[src/rtl/adc_capture_fifo_if.sv]
// Register-bus side of the ADC capture FIFO: configuration, control pulses and status.
// master = CPU register block, slave = capture FIFO.
`timescale 1ns/1ps
interface adc_capture_fifo_if #(
    parameter int DEPTH_LOG2 = 4,
    parameter int DIV_W      = 8
);
    logic [DIV_W-1:0]    cfg_div;
    logic [7:0]          cfg_thresh;
    logic                cfg_trig_en;
    logic                cfg_cont;
    logic                arm;
    logic                rd_pop;
    logic                clr_ovf;
    logic [7:0]          rd_data;
    logic [DEPTH_LOG2:0] count;
    logic                empty;
    logic                full;
    logic                overflow;
    logic [1:0]          state;

    modport master (
        output cfg_div, cfg_thresh, cfg_trig_en, cfg_cont, arm, rd_pop, clr_ovf,
        input  rd_data, count, empty, full, overflow, state
    );

    modport slave (
        input  cfg_div, cfg_thresh, cfg_trig_en, cfg_cont, arm, rd_pop, clr_ovf,
        output rd_data, count, empty, full, overflow, state
    );
endinterface

[src/rtl/adc_capture_fifo.sv]
// ADC capture stage: decimated, optionally level-triggered sampling into a small
// first-word-fall-through FIFO drained by the CPU.
`timescale 1ns/1ps
module adc_capture_fifo #(
    parameter int DEPTH_LOG2 = 4,
    parameter int DIV_W      = 8
) (
    input  logic              clk,
    input  logic              reset,
    input  logic [7:0]        adc_data,
    adc_capture_fifo_if.slave bus
);
    localparam int DEPTH = 1 << DEPTH_LOG2;
    localparam logic [DEPTH_LOG2:0] FULL_COUNT = {1'b1, {DEPTH_LOG2{1'b0}}};

    typedef enum logic [1:0] {
        IDLE      = 2'd0,
        WAIT_TRIG = 2'd1,
        CAPTURE   = 2'd2,
        DONE      = 2'd3
    } state_t;

    state_t              state_q;
    logic [7:0]          adc_q;
    logic [DIV_W-1:0]    div_cnt;
    logic [DIV_W-1:0]    div_lim;
    logic [DEPTH_LOG2-1:0] wr_ptr;
    logic [DEPTH_LOG2-1:0] rd_ptr;
    logic [DEPTH_LOG2:0] count_q;
    logic [DEPTH_LOG2:0] count_next;
    logic                overflow_q;
    logic [7:0]          mem [DEPTH];

    logic running;
    logic tick;
    logic full_w;
    logic empty_w;
    logic pop_en;
    logic wr_en;
    logic ovf_evt;

    assign full_w  = (count_q == FULL_COUNT);
    assign empty_w = (count_q == '0);
    assign running = (state_q == WAIT_TRIG) || (state_q == CAPTURE);
    // div_lim is a copy of cfg_div taken at each wrap, so a divider change never cuts a period short
    assign tick    = running && (div_cnt == div_lim);
    assign pop_en  = !bus.arm && bus.rd_pop && !empty_w;

    always_comb begin
        wr_en   = 1'b0;
        ovf_evt = 1'b0;
        if (!bus.arm && tick) begin
            if (state_q == WAIT_TRIG) begin
                wr_en = (adc_q >= bus.cfg_thresh);
            end else if (state_q == CAPTURE) begin
                if (!full_w || pop_en) wr_en = 1'b1;
                else                   ovf_evt = 1'b1;
            end
        end
    end

    always_comb begin
        count_next = count_q;
        if (wr_en && !pop_en)      count_next = count_q + 1'b1;
        else if (!wr_en && pop_en) count_next = count_q - 1'b1;
    end

    always_ff @(posedge clk or posedge reset) begin
        if (reset) begin
            state_q    <= IDLE;
            adc_q      <= '0;
            div_cnt    <= '0;
            div_lim    <= '0;
            wr_ptr     <= '0;
            rd_ptr     <= '0;
            count_q    <= '0;
            overflow_q <= 1'b0;
        end else begin
            adc_q <= adc_data;
            if (bus.arm) begin
                state_q <= bus.cfg_trig_en ? WAIT_TRIG : CAPTURE;
                count_q <= '0;
                wr_ptr  <= '0;
                rd_ptr  <= '0;
                div_cnt <= '0;
                div_lim <= bus.cfg_div;
            end else begin
                if (wr_en)  wr_ptr <= wr_ptr + 1'b1;
                if (pop_en) rd_ptr <= rd_ptr + 1'b1;
                count_q <= count_next;
                if (!running || tick) begin
                    div_cnt <= '0;
                    div_lim <= bus.cfg_div;
                end else begin
                    div_cnt <= div_cnt + 1'b1;
                end
                // Single shot stops on the very write that fills the FIFO
                case (state_q)
                    WAIT_TRIG: if (wr_en) begin
                        state_q <= (!bus.cfg_cont && count_next == FULL_COUNT) ? DONE : CAPTURE;
                    end
                    CAPTURE: if (wr_en && !bus.cfg_cont && count_next == FULL_COUNT) begin
                        state_q <= DONE;
                    end
                    default: ;
                endcase
            end
            if (ovf_evt)          overflow_q <= 1'b1;
            else if (bus.clr_ovf) overflow_q <= 1'b0;
        end
    end

    always_ff @(posedge clk) begin
        if (wr_en) mem[wr_ptr] <= adc_q;
    end

    assign bus.rd_data  = empty_w ? 8'h00 : mem[rd_ptr];
    assign bus.count    = count_q;
    assign bus.empty    = empty_w;
    assign bus.full     = full_w;
    assign bus.overflow = overflow_q;
    assign bus.state    = state_q;
endmodule
[src/flat_wrapper.sv]
// flat-port wrapper written by rule: the top's interface ports become plain ports
module adc_capture_fifo_flat 
#(
    parameter int DEPTH_LOG2 = 4,
    parameter int DIV_W      = 8
)
  (clk, reset, adc_data, bus_cfg_div, bus_cfg_thresh, bus_cfg_trig_en, bus_cfg_cont, bus_arm, bus_rd_pop, bus_clr_ovf, bus_rd_data, bus_count, bus_empty, bus_full, bus_overflow, bus_state);
  adc_capture_fifo_if #(.DEPTH_LOG2(DEPTH_LOG2), .DIV_W(DIV_W)) bus_i ();
  input  logic clk;
  input  logic reset;
  input  logic [7:0] adc_data;
  input wire logic [$bits(bus_i.cfg_div)-1:0] bus_cfg_div;
  input wire logic [$bits(bus_i.cfg_thresh)-1:0] bus_cfg_thresh;
  input wire logic [$bits(bus_i.cfg_trig_en)-1:0] bus_cfg_trig_en;
  input wire logic [$bits(bus_i.cfg_cont)-1:0] bus_cfg_cont;
  input wire logic [$bits(bus_i.arm)-1:0] bus_arm;
  input wire logic [$bits(bus_i.rd_pop)-1:0] bus_rd_pop;
  input wire logic [$bits(bus_i.clr_ovf)-1:0] bus_clr_ovf;
  output wire logic [$bits(bus_i.rd_data)-1:0] bus_rd_data;
  output wire logic [$bits(bus_i.count)-1:0] bus_count;
  output wire logic [$bits(bus_i.empty)-1:0] bus_empty;
  output wire logic [$bits(bus_i.full)-1:0] bus_full;
  output wire logic [$bits(bus_i.overflow)-1:0] bus_overflow;
  output wire logic [$bits(bus_i.state)-1:0] bus_state;
  assign bus_i.cfg_div = bus_cfg_div;
  assign bus_i.cfg_thresh = bus_cfg_thresh;
  assign bus_i.cfg_trig_en = bus_cfg_trig_en;
  assign bus_i.cfg_cont = bus_cfg_cont;
  assign bus_i.arm = bus_arm;
  assign bus_i.rd_pop = bus_rd_pop;
  assign bus_i.clr_ovf = bus_clr_ovf;
  assign bus_rd_data = bus_i.rd_data;
  assign bus_count = bus_i.count;
  assign bus_empty = bus_i.empty;
  assign bus_full = bus_i.full;
  assign bus_overflow = bus_i.overflow;
  assign bus_state = bus_i.state;
  adc_capture_fifo #(.DEPTH_LOG2(DEPTH_LOG2), .DIV_W(DIV_W)) u_core (.clk(clk), .reset(reset), .adc_data(adc_data), .bus(bus_i));
endmodule
[config.mk]
export PLATFORM = sky130hd
export DESIGN_NAME = adc_capture_fifo_flat
export DESIGN_NICKNAME = d
export VERILOG_FILES = /design/src/rtl/adc_capture_fifo_if.sv /design/src/rtl/adc_capture_fifo.sv /design/src/flat_wrapper.sv
export SDC_FILE = /design/constraint.sdc
export NUM_CORES = 1
export LEC_CHECK = 0
export BUFFER_PORTS_ARGS = -buffer_cell sky130_fd_sc_hd__buf_2
export CORE_ASPECT_RATIO = 1.4
export CORE_UTILIZATION = 60
export CTS_CLUSTER_DIAMETER = 80
export CTS_CLUSTER_SIZE = 12
export DETAILED_ROUTE_END_ITERATION = 7
export PLACE_DENSITY_LB_ADDON = 0.1
export SYNTH_ARGS = -nofsm -noshare
export SYNTH_HDL_FRONTEND = slang
export SYNTH_SLANG_ARGS = --single-unit
[constraint.sdc]
create_clock -name clk -period 3.65 [get_ports clk]
set_input_delay 0.5475 -clock clk [delete_from_list [all_inputs] [get_ports clk]]
set_output_delay 0.5475 -clock clk [all_outputs]
set_load 0.02 [all_outputs]
==> results of run 1 <==
registers in the layout, indices dropped and copies added, names as in the netlist:
signal               cells
u_core.adc_q             8
u_core.bus.count         5
u_core.bus.overflow      1
u_core.bus.state         2
u_core.div_cnt           8
u_core.div_lim           8
u_core.mem             128
u_core.rd_ptr            4
u_core.wr_ptr            4
worst max path at each step:
stage / start / endpoint / depth (start not counted)
global placement: bus_cfg_thresh[3] / u_core.bus.state[1] / 13
global route: u_core.adc_q[3] / u_core.bus.state[0] / 11
CTS: u_core.adc_q[5] / u_core.bus.state[0] / 10
floorplan: u_core.bus.count[0] / u_core.mem[7][0] / 11
detailed placement: bus_cfg_thresh[2] / u_core.bus.state[0] / 13
finish: u_core.adc_q[5] / u_core.bus.state[0] / 10
critical path: stages, from the launching register on:
cell	delay (ns)
dfrtp_1	0.58
ha_1	0.39
and3_1	0.20
o221ai_1	0.21
a2111oi_4	0.34
buf_4	0.31
mux2i_1	0.24
xor2_1	0.27
nor4_1	0.11
or3_1	0.39
a211oi_2	0.20
report_power, final:
part | internal (mW) | switching [mW] | leakage [nW]
Clock | 1.08 | 0.750 | 0.290
Combinational | 0.522 | 0.613 | 1.14
Sequential | 2.12 | 0.0751 | 1.66
layout by cell type, fill, tap and decap left out, types with 3 or more instances in the layout:
| cell | n |
|---|---|
| edfxtp_1 | 128 |
| buf_2 | 48 |
| mux4_2 | 40 |
| dfrtp_1 | 39 |
| nor2_1 | 25 |
| xor2_1 | 19 |
| ha_1 | 19 |
| buf_4 | 19 |
| clkbuf_16 | 17 |
| inv_1 | 16 |
| and2_1 | 16 |
| nor2b_1 | 12 |
| nand2_1 | 10 |
| mux2_2 | 9 |
| xnor2_1 | 7 |
| and3_1 | 6 |
| mux2i_1 | 6 |
| nand3_1 | 6 |
| nor4_1 | 5 |
| nand2b_1 | 4 |
| nand4_1 | 4 |
| or3_1 | 3 |
| bufinv_16 | 3 |
| clkinv_4 | 3 |
per-layer routing:
layer  GRT usage  part of all wire  up-vias
li1            -                 -     1727
met2       0.439              0.55       95
met5           0                 0        -
met1       0.309              0.39     1922
met4      0.0993             0.022        0
met3      0.0561             0.038       19
cells by family (layout without fill, tap and decap cells):
kind of cell / after synthesis / in the layout / share of synthesized area
AO/OA/AOI/OAI: 15 / 15 / 0.0186
XOR/XNOR: 26 / 26 / 0.0316
adder cells (fa/ha/maj): 19 / 19 / 0.0330
buffers and inverters: 33 / 116 / 0.0183
flip-flops: 168 / 168 / 0.673
multiplexers: 55 / 55 / 0.148
AND/OR/NAND/NOR: 100 / 100 / 0.0779
cell type report:
class / instances / share of cell area
tap: 147 / 0.0221
clock buffer: 18 / 0.0516
inverter: 16 / 0.00721
timing repair buffer: 68 / 0.0484
multi-input combinational: 215 / 0.268
sequential: 168 / 0.582
clock inverter: 14 / 0.0209
metrics by stage:
| stage | power [mW] | std cells | cell area [sq um] | worst slack, ns | hold slack (ns) |
|---|---|---|---|---|---|
| floorplan | 3.05 | 416 | 7200 | 0.684 | 0.501 |
| global placement | 3.36 | 614 | 7720 | 0.435 | 0.492 |
| detailed placement | 3.39 | 614 | 7720 | 0.334 | 0.490 |
| CTS | 5.20 | 646 | 8320 | 0.315 | 0.216 |
| global route | 5.38 | 646 | 8320 | 0.0630 | 0.211 |
| finish | 5.16 | 646 | 8320 | 0.309 | 0.213 |
==> impl_metrics.json, run 1 <==
{
  "status": "finished clean",
  "grt_first_pass_wirelength_um": 22300,
  "syn_area_per_cell_sq_um": 17.3,
  "relSlewSlack": 0.494,
  "netlist.area_leader.share": 0.534,
  "pin_count": 49,
  "path_max_fanout": 21,
  "reg2regPathDepth": 10,
  "synth_nets": 466,
  "die_h_um": 132,
  "portBuffers": 48,
  "fin_nets": 536,
  "timing.fmax_mhz": 299,
  "worstMarginPinSlew_ns": 0.759,
  "fin_tns_setup_ns": 0,
  "die_w_um": 94.6,
  "drtPass1Iterations": 4,
  "cts_hold_buf": 0,
  "synth_most_common_cell": "edfxtp_1",
  "grt_use_total": 0.255,
  "gp_congestion": 0.824,
  "seqCellArea_sq_um": 4850,
  "grt-ovfl-total": 0,
  "grt_max_degree": 36,
  "crit_type": "reg2reg",
  "skew_ns": 0.0210,
  "wl_per_cell_um": 21.6,
  "synth_common_cells": "128 x edfxtp_1, 40 x dfrtp_1, 40 x mux4_2",
  "drc": 0,
  "synth.ff_latch_count": 168,
  "area_delta_synth_final_pct": 15.6,
  "leakagePower_nw": 3.10,
  "numCtsBuffers": 17,
  "post_cts_buffers": 0,
  "viasPerCell": 5.83,
  "fin_util": 0.708,
  "rsz0062_at_grt": "no",
  "antenna_left": 0,
  "diodes": 0,
  "multi_input_area_sq_um": 2230,
  "ys_top_cells_by_area": "edfxtp_1 53%, dfrtp_1 14%, mux4_2 13%",
  "initial_core_util": 0.612,
  "syn-instance-count": 416,
  "layout_min_cycle_time_ns": 3.34,
  "hpwl_um": 9220,
  "clock_latency_ns": 0.43,
  "start_kind": "flop",
  "timing_hold_violations_final": 0,
  "synth_warnings": 0,
  "slew_viol_final": 0,
  "r2r_slack_ns": 0.31,
  "clkTransAtPathRegs_ns": 0.06,
  "fin_crit_sh": 0.915,
  "rows": 47,
  "dr_total_vias": 3763,
  "n_fill_cell": 781,
  "p_per_area_nw_per_um2": 620,
  "clk_path_buf_depth": 2,
  "clkSinkCount": 168,
  "layout-drive-gt1-share": 0.311,
  "required_ns": 3.99,
  "hold_class": "in2async",
  "first_iter_violations": 268,
  "r2r_end": "u_core.bus.state[0]",
  "yosys.area.top_type": "edfxtp_1",
  "r2r_start": "u_core.adc_q[5]",
  "cts_tree": "done",
  "netlist_area_sq_um": 7200,
  "wl_um": 14000,
  "antenna_found_initial": 0,
  "endpoint_kind": "flop",
  "grt_pass1_vias": 4048,
  "ys_types": 43,
  "synth-edff-count": 128,
  "cts_max_level": 4,
  "async_flop_share": 0.238,
  "arrival_ns": 3.68,
  "cts_root_buffer": "clkbuf_16",
  "setup_viol": 0,
  "synthFlopType": "edfxtp_1",
  "cap_violations": 0,
  "fp.coreArea_sq_um": 11800,
  "cts-resized-gates": 0,
  "ys_seq_area_frac": 0.673,
  "die-area_sq_um": 12400,
  "peakVddDrop_v": 0.000505
}
Note: power is estimated with default switching activity, not from simulation.
==> run 2, diff against run 1 <==
--- a/config.mk
+++ b/config.mk
@@ -6,7 +6,7 @@
 export NUM_CORES = 1
 export LEC_CHECK = 0
 export BUFFER_PORTS_ARGS = -buffer_cell sky130_fd_sc_hd__buf_2
-export CORE_ASPECT_RATIO = 1.4
+export CORE_ASPECT_RATIO = 0.9
 export CORE_UTILIZATION = 60
 export CTS_CLUSTER_DIAMETER = 80
 export CTS_CLUSTER_SIZE = 12
==> run 2 against run 1 <==
Effect of this change: non-clock buffer count decreased by 4; clock skew is 0.0092 ns lower; worst hold slack improved by 0.013 ns; via count barely moved; register-to-register slack improved by 0.09 ns; maximum frequency rose by 2.7%; critical path type unchanged; largest power group unchanged.
==> impl_metrics.json, run 2 (synthesis results as in run 1) <==
{
  "drtPass1Iterations": 4,
  "clkTransAtPathRegs_ns": 0.06,
  "p_per_area_nw_per_um2": 608,
  "relSlewSlack": 0.472,
  "cap_violations": 0,
  "slew_viol_final": 0,
  "die-area_sq_um": 12400,
  "grt_max_degree": 36,
  "dr_total_vias": 3760,
  "area_delta_synth_final_pct": 14.6,
  "grt_pass1_vias": 3939,
  "grt_first_pass_wirelength_um": 22200,
  "arrival_ns": 3.59,
  "cts_root_buffer": "clkbuf_16",
  "peakVddDrop_v": 0.000603,
  "drc": 0,
  "max_flop_register": "u_core.mem",
  "hold_class": "in2reg",
  "setup_viol": 0,
  "clkSinkCount": 168,
  "critical_path.cell_chain": "inv_1, ha_1, nor2_1, a21oi_1, o221ai_1, a2111oi_4, buf_4, mux2i_1, xor2_1, nor4_1, or3_1, a211oi_2",
  "skew_ns": 0.0118,
  "post_cts_buffers": 0,
  "rsz0062_at_grt": "no",
  "r2r_slack_ns": 0.39,
  "portBuffers": 48,
  "hold-worst-slack_ns": 0.226,
  "total_power_mw": 5.02,
  "cts_max_level": 4,
  "diodes": 0,
  "fin_tns_setup_ns": 0,
  "start_kind": "flop",
  "hpwl_um": 9120,
  "timing_hold_violations_final": 0,
  "cts-resized-gates": 0,
  "crit_type": "reg2reg",
  "mostFrequentLayoutCell": "edfxtp_1",
  "viasPerCell": 5.78,
  "layout-drive-gt1-share": 0.294,
  "wl_per_cell_um": 21.6,
  "worstMarginPinSlew_ns": 0.791,
  "layout_common_cells": "128 x edfxtp_1, 48 x buf_2, 40 x mux4_2",
  "rows": 37,
  "status": "finished clean",
  "antenna_left": 0,
  "clock_latency_ns": 0.42,
  "cts_hold_buf": 0,
  "slowest_stage": "dfrtp_1",
  "fp.coreArea_sq_um": 11600,
  "clk_path_buf_depth": 2,
  "antenna_found_initial": 0,
  "required_ns": 3.99,
  "endpoint_kind": "flop",
  "die_h_um": 106,
  "wl_um": 14000,
  "timing.fmax_mhz": 307,
  "die_w_um": 117,
  "largest_register_ffs": 128,
  "cts_tree": "done",
  "grt-ovfl-total": 0,
  "grt_use_total": 0.251,
  "fin_crit_sh": 0.892,
  "fin_nets": 532,
  "first_iter_violations": 328,
  "numCtsBuffers": 17,
  "layout_min_cycle_time_ns": 3.26,
  "leakagePower_nw": 3.05,
  "path_max_fanout": 17,
  "initial_core_util": 0.622,
  "gp_congestion": 0.861,
  "pin_count": 49,
  "cpPeakStageDelay_ns": 0.61
}
run 2: changes by cell type in the layout (fill, tap and decap cells not counted):
cell,before,now
clkbuf_1,1,7
buf_4,19,15
inv_6,2,0
bufinv_16,3,2
clkinv_1,1,0
clkinv_2,2,1
clkinv_4,3,2
inv_8,1,0
run 2: critical path: cells and delay by family, from the launching register on:
family,cells,cell delay [ns]
AOI/OAI and AO/OA,4,0.87
DFF,1,0.61
and+or+nand+nor,3,0.54
buffers and inverters,2,0.36
adders and majority gates,1,0.29
xor gates and xnor gates,1,0.26
muxes,1,0.23
run 2: routing by layer:
metal,track usage,part of all wire
met2,0.412,0.53
met5,0,0
met1,0.341,0.40
met3,0.0612,0.065
met4,0.0687,0.0041
run 2: layout make-up:
type	instances	area (sq um)
Fill cell	731	3320
Clock inverter	7	97.6
Timing Repair Buffer	64	373
Inverter	16	60.1
Clock buffer	24	452
Sequential cell	168	4850
Multi-Input combinational cell	215	2230
Tap cell	156	195
run 2: where the power goes:
part           switching [mW]  internal, mW  leakage [nW]
logic                   0.615         0.521          1.12
registers              0.0810          2.12          1.66
clock network           0.678          1.00         0.258
run 2: final timing paths:
| path | from | endpoint | cells past startpoint |
|---|---|---|---|
| min in group asynchronous | reset | u_core.adc_q[2] | 2 |
| max in group asynchronous | reset | u_core.adc_q[4] | 3 |
| min reg2reg | u_core.bus.overflow | u_core.bus.overflow | 2 |
| min | adc_data[0] | u_core.adc_q[0] | 1 |
| max | u_core.adc_q[0] | u_core.bus.state[0] | 12 |
| max reg2reg | u_core.adc_q[0] | u_core.bus.state[0] | 12 |
run 2: per-stage QoR:
stage	utilization	worst slack, ns	instances	cell area (sq um)
after global routing	0.713	0.181	650	8250
final	0.713	0.395	650	8250
after CTS	0.713	0.377	650	8250
after detailed placement	0.666	0.399	619	7700
after floorplan	-	0.684	416	7200
after global placement	0.666	0.486	619	7700
==> run 3, diff against run 2 <==
--- a/config.mk
+++ b/config.mk
@@ -7,7 +7,8 @@
 export LEC_CHECK = 0
 export BUFFER_PORTS_ARGS = -buffer_cell sky130_fd_sc_hd__buf_2
 export CORE_ASPECT_RATIO = 0.9
-export CORE_UTILIZATION = 60
+export CORE_UTILIZATION = 65
+export CTS_BUF_LIST = sky130_fd_sc_hd__clkbuf_8
 export CTS_CLUSTER_DIAMETER = 80
 export CTS_CLUSTER_SIZE = 12
 export DETAILED_ROUTE_END_ITERATION = 7
==> constraint.sdc (replaced) <==
create_clock -name clk -period 3.8 [get_ports clk]
set_input_delay 0.57 -clock clk [delete_from_list [all_inputs] [get_ports clk]]
set_output_delay 0.57 -clock clk [all_outputs]
set_load 0.02 [all_outputs]
==> run 3 against run 2 <==
Effect of this change: power shrank 11%; register-to-register slack gained 0.07 ns; wire length shrank 4.9%; critical path type unchanged; largest cell class unchanged; largest power group unchanged; highest routed layer unchanged.
==> impl_metrics.json, run 3 (synthesis results as in run 1) <==
{
  "fin_crit_sh": 0.877,
  "timing.fmax_mhz": 300,
  "cts_max_level": 4,
  "gp_congestion": 0.793,
  "hold_class": "in2reg",
  "path_max_fanout": 21,
  "slowest_stage": "dfrtp_1",
  "timing_hold_violations_final": 0,
  "grt_pass1_vias": 3814,
  "leakagePower_nw": 2.96,
  "die_w_um": 113,
  "rsz0062_at_grt": "no",
  "cpPeakStageDelay_ns": 0.67,
  "hpwl_um": 8740,
  "wl_um": 13400,
  "rows": 36,
  "layout_min_cycle_time_ns": 3.33,
  "fin_cells": 620,
  "arrival_ns": 3.66,
  "mostFrequentLayoutCell": "edfxtp_1",
  "worstMarginPinSlew_ns": 0.682,
  "diodes": 0,
  "relSlewSlack": 0.545,
  "setup_viol": 0,
  "slew_viol_final": 0,
  "pin_count": 49,
  "fin_tns_setup_ns": 0,
  "first_iter_violations": 255,
  "start_kind": "flop",
  "grt_max_degree": 41,
  "dr_total_vias": 3735,
  "area_delta_synth_final_pct": 11.4,
  "clkSinkCount": 168,
  "clkTransAtPathRegs_ns": 0.08,
  "required_ns": 4.13,
  "cap_violations": 0,
  "cts_hold_buf": 0,
  "wl_per_cell_um": 21.5,
  "numPlacedInstances": 588,
  "initial_core_util": 0.666,
  "clock_latency_ns": 0.45,
  "antenna_found_initial": 0,
  "peakVddDrop_v": 0.000297,
  "crit_family": "compound AO/OA/AOI/OAI gates",
  "cts-resized-gates": 0,
  "status": "finished clean",
  "fin_util": 0.741,
  "antenna_left": 0,
  "fin_nets": 524,
  "worst-path-buf-inv": 2,
  "total_power_mw": 4.48,
  "layout-drive-gt1-share": 0.290,
  "portBuffers": 48,
  "fp.coreArea_sq_um": 10800,
  "grt_first_pass_wirelength_um": 20400,
  "numCtsBuffers": 17,
  "drtPass1Iterations": 5,
  "max_flop_register": "u_core.mem",
  "viasPerCell": 6.02,
  "endpoint_kind": "flop",
  "drc": 0,
  "cts_root_buffer": "clkbuf_8",
  "layout_common_cells": "128 x edfxtp_1, 48 x buf_2, 40 x mux4_2",
  "critical_path.cell_chain": "inv_1, ha_1, nor2_1, a21oi_1, o221ai_1, a2111oi_4, buf_4, mux2i_1, xor2_1, nor4_1, or3_1, a2bb2oi_1",
  "clk_path_buf_depth": 2,
  "p_per_area_nw_per_um2": 559,
  "grt_use_total": 0.254,
  "grt-ovfl-total": 0,
  "skew_ns": 0.0114,
  "largest_register_ffs": 128,
  "crit_type": "reg2reg",
  "die-area_sq_um": 11500,
  "post_cts_buffers": 0,
  "die_h_um": 102,
  "cts_tree": "done"
}
==> run 3: per-stage QoR <==
stage | instance area (sq um) | hold slack, ns | setup WS (ns)
after floorplan | 7200 | 0.501 | 0.830
after CTS | 8020 | 0.205 | 0.439
after global routing | 8020 | 0.200 | 0.191
after global placement | 7610 | 0.475 | 0.606
final | 8020 | 0.224 | 0.466
after detailed placement | 7610 | 0.470 | 0.465
==> run 3: final timing paths <==
kind / startpoint / to / slack (ns) / depth (start not counted)
max: u_core.adc_q[0] / u_core.bus.state[1] / 0.47 / 12
min: adc_data[6] / u_core.adc_q[6] / 0.22 / 1
max reg2reg: u_core.adc_q[0] / u_core.bus.state[1] / 0.47 / 12
min reg2reg: u_core.bus.overflow / u_core.bus.overflow / 0.50 / 2
max in group asynchronous: reset / u_core.rd_ptr[0] / 3.19 / 3
min in group asynchronous: reset / u_core.div_cnt[6] / 0.24 / 3
==> run 3: area by class of cell <==
type / count / area (sq um)
Multi-Input combinational cell: 215 / 2230
Sequential cell: 168 / 4850
Fill cell: 667 / 2800
Clock buffer: 19 / 262
Timing Repair Buffer: 56 / 313
Tap cell: 133 / 166
Clock inverter: 13 / 140
Inverter: 16 / 60.1
==> run 3: where the power goes <==
group | internal (mW) | total (mW) | switching (mW) | leakage (nW)
combinational | 0.505 | 1.09 | 0.585 | 1.08
clock | 0.670 | 1.28 | 0.608 | 0.216
sequential | 2.03 | 2.12 | 0.0830 | 1.66
total | 3.21 | 4.48 | 1.28 | 2.96
==> run 3: metal layers <==
layer	GRT usage	wire length [um]
met4	0.0789	105
met5	0	0
met2	0.416	6590
met1	0.345	5850
met3	0.0664	812
